===== src/rtl/song_seq_pkg.sv =====
// Shared types and defaults for the ROM-song playback sequencer.
//   seq_state_e : 2-bit playback state (IDLE/PLAY/PAUSE/DONE)
//   ADDR_W_DEF  : default ROM address / song-length width
//   BEAT_W_DEF  : default beat-count width
//   SONG_W      : song-select width
package song_seq_pkg;
  typedef enum logic [1:0] {
    IDLE  = 2'd0,
    PLAY  = 2'd1,
    PAUSE = 2'd2,
    DONE  = 2'd3
  } seq_state_e;

  localparam int ADDR_W_DEF = 10;
  localparam int BEAT_W_DEF = 4;
  localparam int SONG_W     = 3;
endpackage


===== src/rtl/song_sequencer_beat_tick_gen.sv =====
// beat_tick_gen: tempo divider. Counts 0..DIV-1 while enabled and pulses
// `tick` in the cycle the count reaches DIV-1, then restarts from 0.
// DIV is DIV_FAST when `fast` is high, else DIV_SLOW, chosen every cycle;
// a count already past a newly shrunk limit ticks at once.
// Ports: clk, rst (async active-low), en (count), clr (zero count,
// overrides en), fast (divider select), tick (one-cycle pulse).
module beat_tick_gen #(
  parameter int DIV_SLOW = 4,
  parameter int DIV_FAST = 2
) (
  input  logic clk,
  input  logic rst,
  input  logic en,
  input  logic clr,
  input  logic fast,
  output logic tick
);
  localparam int DMAX  = (DIV_SLOW > DIV_FAST) ? DIV_SLOW : DIV_FAST;
  localparam int CNT_W = (DMAX > 2) ? $clog2(DMAX) : 1;

  logic [CNT_W-1:0] cnt;
  logic [CNT_W-1:0] lim;

  assign lim  = fast ? CNT_W'(DIV_FAST - 1) : CNT_W'(DIV_SLOW - 1);
  assign tick = en && !clr && (cnt >= lim);

  always_ff @(posedge clk or negedge rst) begin
    if (!rst)     cnt <= '0;
    else if (clr) cnt <= '0;
    else if (en)  cnt <= tick ? '0 : cnt + 1'b1;
  end
endmodule


===== src/rtl/song_sequencer.sv =====
// song_sequencer: play/pause/stop/loop controller for the ROM-song path.
// Owns the ROM address, per-note beat counter and tempo divider.
// Optional feature macro: SONG_SEQ_PAUSE_EN (enables PAUSE / `pause`).
// Ports:
//   clk, rst (async active-low)
//   play/pause/stop : one-cycle command pulses (stop > play > pause)
//   cycle           : loop at song end;  autospeed : fast tempo select
//   songselect      : song index, latched on play
//   rom_beat/rom_len: ROM beat count for rom_addr, last address of song
//   rom_song/rom_addr : ROM lookup outputs
//   playing, step, done, state : status
module song_sequencer
  import song_seq_pkg::*;
#(
  parameter int TICK_DIV_SLOW = 12_500_000,
  parameter int TICK_DIV_FAST = 6_250_000,
  parameter int ADDR_W        = ADDR_W_DEF,
  parameter int BEAT_W        = BEAT_W_DEF
) (
  input  logic              clk,
  input  logic              rst,
  input  logic              play,
  input  logic              pause,
  input  logic              stop,
  input  logic              cycle,
  input  logic              autospeed,
  input  logic [SONG_W-1:0] songselect,
  input  logic [BEAT_W-1:0] rom_beat,
  input  logic [ADDR_W-1:0] rom_len,
  output logic [SONG_W-1:0] rom_song,
  output logic [ADDR_W-1:0] rom_addr,
  output logic              playing,
  output logic              step,
  output logic              done,
  output logic [1:0]        state
);
  seq_state_e        state_q, state_d;
  logic [ADDR_W-1:0] addr_q, addr_d;
  logic [SONG_W-1:0] song_q, song_d;
  logic [BEAT_W-1:0] beat_q, beat_d;
  logic              step_q, step_d;
  logic              pause_go, tick, last_beat;
  logic [BEAT_W-1:0] beat_lim;

`ifdef SONG_SEQ_PAUSE_EN
  assign pause_go = pause && !stop && !play &&
                    (state_q == PLAY || state_q == PAUSE);
  assign playing  = (state_q == PLAY) || (state_q == PAUSE);
`else
  assign pause_go = 1'b0;
  assign playing  = (state_q == PLAY);
`endif

  // Divider freezes in the cycle a pause is taken so no tick is lost.
  beat_tick_gen #(
    .DIV_SLOW(TICK_DIV_SLOW),
    .DIV_FAST(TICK_DIV_FAST)
  ) u_tick (
    .clk (clk),
    .rst (rst),
    .en  ((state_q == PLAY) && !pause_go),
    .clr (stop || play),
    .fast(autospeed),
    .tick(tick)
  );

  // A beat value of 0 plays as a single beat.
  assign beat_lim  = (rom_beat == '0) ? BEAT_W'(1) : rom_beat;
  assign last_beat = (beat_q >= beat_lim - 1'b1);

  always_comb begin
    state_d = state_q;
    addr_d  = addr_q;
    song_d  = song_q;
    beat_d  = beat_q;
    step_d  = 1'b0;
    if (stop) begin
      state_d = IDLE;
      addr_d  = '0;
      beat_d  = '0;
    end else if (play) begin
      state_d = PLAY;
      song_d  = songselect;
      addr_d  = '0;
      beat_d  = '0;
    end else if (pause_go) begin
      state_d = (state_q == PLAY) ? PAUSE : PLAY;
    end else if (tick) begin
      if (!last_beat) begin
        beat_d = beat_q + 1'b1;
      end else begin
        beat_d = '0;
        step_d = 1'b1;
        if (addr_q < rom_len) addr_d = addr_q + 1'b1;
        else if (cycle)       addr_d = '0;
        else                  state_d = DONE;
      end
    end
  end

  always_ff @(posedge clk or negedge rst) begin
    if (!rst) begin
      state_q <= IDLE;
      addr_q  <= '0;
      song_q  <= '0;
      beat_q  <= '0;
      step_q  <= 1'b0;
    end else begin
      state_q <= state_d;
      addr_q  <= addr_d;
      song_q  <= song_d;
      beat_q  <= beat_d;
      step_q  <= step_d;
    end
  end

  assign rom_song = song_q;
  assign rom_addr = addr_q;
  assign step     = step_q;
  assign done     = (state_q == DONE);
  assign state    = state_q;
endmodule


===== config.mk =====
export PLATFORM = sky130hd
export DESIGN_NAME = song_sequencer
export DESIGN_NICKNAME = d
export VERILOG_FILES = /design/src/rtl/song_seq_pkg.sv /design/src/rtl/song_sequencer_beat_tick_gen.sv /design/src/rtl/song_sequencer.sv
export SDC_FILE = /design/constraint.sdc
export NUM_CORES = 1
export LEC_CHECK = 0
export BUFFER_PORTS_ARGS = -buffer_cell sky130_fd_sc_hd__buf_2
export CORE_MARGIN = 3
export CORE_UTILIZATION = 52
export DETAILED_ROUTE_END_ITERATION = 10
export PLACE_DENSITY = 0.86
export RECOVER_POWER = 50
export SETUP_SLACK_MARGIN = 0.4
export SLEW_MARGIN = 25
export SYNTH_ARGS = -nofsm -noshare
export SYNTH_HDL_FRONTEND = slang
export SYNTH_SLANG_ARGS = --single-unit

===== constraint.sdc =====
create_clock -name clk -period 4.6 [get_ports clk]
set_input_delay 0 -clock clk [delete_from_list [all_inputs] [get_ports clk]]
set_output_delay 0 -clock clk [all_outputs]
set_load 0.1 [all_outputs]

==> results_dict.tcl <==
set metrics [dict create \
    ys_types 52 \
    clkLatencyLatePin_ns 0.31 \
    grt_max_degree 45 \
    die_w_um 80.65 \
    cts_tree "yes" \
    portBuffers 40 \
    critical_path.max_stage_delay_ns 0.62 \
    track_usage 0.2145 \
    finalNonFillerCells 433 \
    required_ns 4.80 \
    rsz0062_at_grt "no" \
    synth_edf_count 0 \
    vias 2410 \
    synth_cells 313 \
    fin_crit_sh 0.5652 \
    antenna_cells 0 \
    core_area_um2 5238 \
    finalSetupViolations 0 \
    synth_seq_area_share 0.3800 \
    p_leak_nw 1.606 \
    vias_per_cell 5.566 \
    async_flop_share 1.000 \
    antenna_found_initial 0 \
    cts_made_buffers 5 \
    ios 42 \
    drt_iter0_markers 170 \
    violations "max-capacitance violations, max-slew violations" \
    placedCellCount 419 \
    status "finished with violations" \
    post_route_cells_drive_above_1_share 0.1625 \
    whs_path_depth 3 \
    ys_warn_count 0 \
    p_per_area_nw_per_um2 248.6 \
    slew_headroom -0.5561 \
    n_fill_cell 436 \
    wire_per_inst_um 14.50 \
    area_growth_pct 15.63 \
    overflow 0 \
    endpoint_kind "flop" \
    htreeDepth 2 \
    syn_avg_cell_area_um2 9.258 \
    reg2regPathDepth 6 \
    grt_pass1_wl_um 10910 \
    slowest_stage "a211oi_4" \
    rows 26 \
    firstDrtPassIters 4 \
    vdd_drop_max_uv 230.2 \
    grt_pass1_vias 2409 \
    start_kind "flop" \
    hold_violations 0 \
    path_clk_slew_ns 0.09 \
    tns_ns 0 \
    cts_buffer_depth 2 \
    max_cap_viol_count 1 \
    max_freq_mhz 384.6 \
    synth_seq_cells 44 \
    drc_errors 0 \
    dpl_worst_slack_ns 1.848 \
    nNetsFinal 410 \
    cts_num_sinks 44 \
    ff_latch_area_um2 1101 \
    worstPathArrival_ns 2.80 \
    finalWirelength_um 6277 \
    crit_fanout 17 \
    start_util 0.5533 \
    place_hpwl_um 4529 \
    crit_chain "ha_1, nor4b_1, o22ai_1, a211oi_4, o21ai_0, a31o_2" \
    worstMarginPinSlew_ns 2.334 \
    holdWs_ns 0.06318 \
    hp-class "primary input to flop" \
    syn_area_um2 2898 \
    die-area_um2 6504 \
    die_h_um 80.65 \
    fin_crit_ns 2.600 \
    ant_nets 0 \
    critPathKind "flop to flop" \
    final_common_cell "dfrtp_1" \
    cts_root_buffer "clkbuf_8" \
    syn_nets 361 \
    setup_ws_ns 2.000 \
    gp_congestion 0.8304 \
    ys.flop_type "dfrtp_1" \
    slew_viol_final 45 \
    fin_worst_skew_ns 0.01473 \
    final_cell_mix "dfrtp_1, nor2_1, buf_2, ha_1" \
    multiInputGateArea_um2 1692 \
]
==> worst paths after layout <==
kind                                start     endpoint  slack [ns]
worst max-delay path            beat_q[1]  rom_addr[1]        2.00
worst min-delay path                cycle     state[1]        0.06
worst max register to register  beat_q[1]  rom_addr[1]        2.00
worst min register to register  beat_q[3]    beat_q[3]        0.49
max in group asynchronous             rst     state[0]        2.32
min in group asynchronous             rst    beat_q[2]        0.95
==> logic make-up after synthesis <==
| kind of cell | synth area share |
|---|---|
| AO/OA/AOI/OAI | 0.1498 |
| XOR/XNOR | 0.06347 |
| adder cells (fa/ha/maj) | 0.1036 |
| buffers and inverters | 0.03627 |
| flip-flops | 0.3800 |
| multiplexers | 0.01511 |
| AND/OR/NAND/NOR | 0.2517 |
==> area by class of cell <==
class	count	share of cell area
inverter	19	0.02128
clock inverter	1	0.008962
clock buffer	7	0.02875
sequential	44	0.3286
multi-input combinational	243	0.5049
tap	70	0.02614
timing repair buffer	49	0.08140
==> stage by stage <==
stage / power [W] / utilization / cell area [um2]
2_1_floorplan: 0.0004817 / - / 2898
3_3_place_gp: 0.0005145 / 0.6061 / 3174
3_5_place_dp: 0.0005176 / 0.6061 / 3174
4_1_cts: 0.0008425 / 0.6417 / 3361
5_1_grt: 0.0008706 / 0.6398 / 3351
6_report: 0.0008331 / 0.6398 / 3351
==> critical path, delay by kind of cell (launching register included) <==
family,cells,cell delay [ns]
compound gates,4,1.44
flops,1,0.42
simple gates,1,0.32
fa+ha+maj,1,0.31
==> Yosys cell counts (3+ instances only) <==
cell type / number / area (um2)
o2bb2ai_1: 6 / 52.55
nor3_1: 6 / 30.03
nand3_1: 16 / 80.08
dfrtp_1: 44 / 1101
xnor2_1: 9 / 78.83
o211ai_1: 4 / 30.03
xor2_1: 12 / 105.1
nor2b_1: 6 / 37.54
mux2_2: 3 / 33.78
a211oi_1: 5 / 37.54
a211o_1: 3 / 26.28
inv_1: 19 / 71.32
buf_2: 3 / 15.01
and2_1: 7 / 43.79
a21oi_1: 9 / 45.04
o31ai_1: 5 / 37.54
nor2_1: 43 / 161.4
clkbuf_1: 3 / 11.26
and3_1: 8 / 50.05
ha_1: 24 / 300.3
nand4_1: 6 / 37.54
o21ai_0: 13 / 65.06
nand2_1: 19 / 71.32
==> timing repair <==
| item | 4_1_cts | 5_1_grt |
|---|---|---|
| hold buffers | 6 | 0 |
| endpoints found under the hold margin | 48 | 0 |
| gates resized for setup | 0 | 0 |
| buffers inserted | 0 | 0 |
==> power by group <==
part / internal, W / switching [W]
sequential: 0.000393 / 0.00000487
combinational: 0.0000300 / 0.0000850
clock: 0.000192 / 0.000129
total: 0.000615 / 0.000218
==> flip-flops by register name (all words and copies together) (netlist names) <==
| signal | flops |
|---|---|
| rom_addr | 10 |
| beat_q | 4 |
| rom_song | 3 |
| u_tick.cnt | 24 |
| step | 1 |
| state | 2 |
==> per-layer routing <==
| metal | vias up | global-route usage | routed length [um] | share of wire |
|---|---|---|---|---|
| met5 | - | 0 | 0 | 0 |
| met4 | 0 | 0.06081 | 74 | 0.012 |
| met3 | 6 | 0.03363 | 240 | 0.038 |
| met2 | 47 | 0.3849 | 3160 | 0.50 |
| met1 | 1142 | 0.2644 | 2802 | 0.45 |
| li1 | 1215 | - | - | - |
No activity file was read; power rests on OpenSTA's default activity.
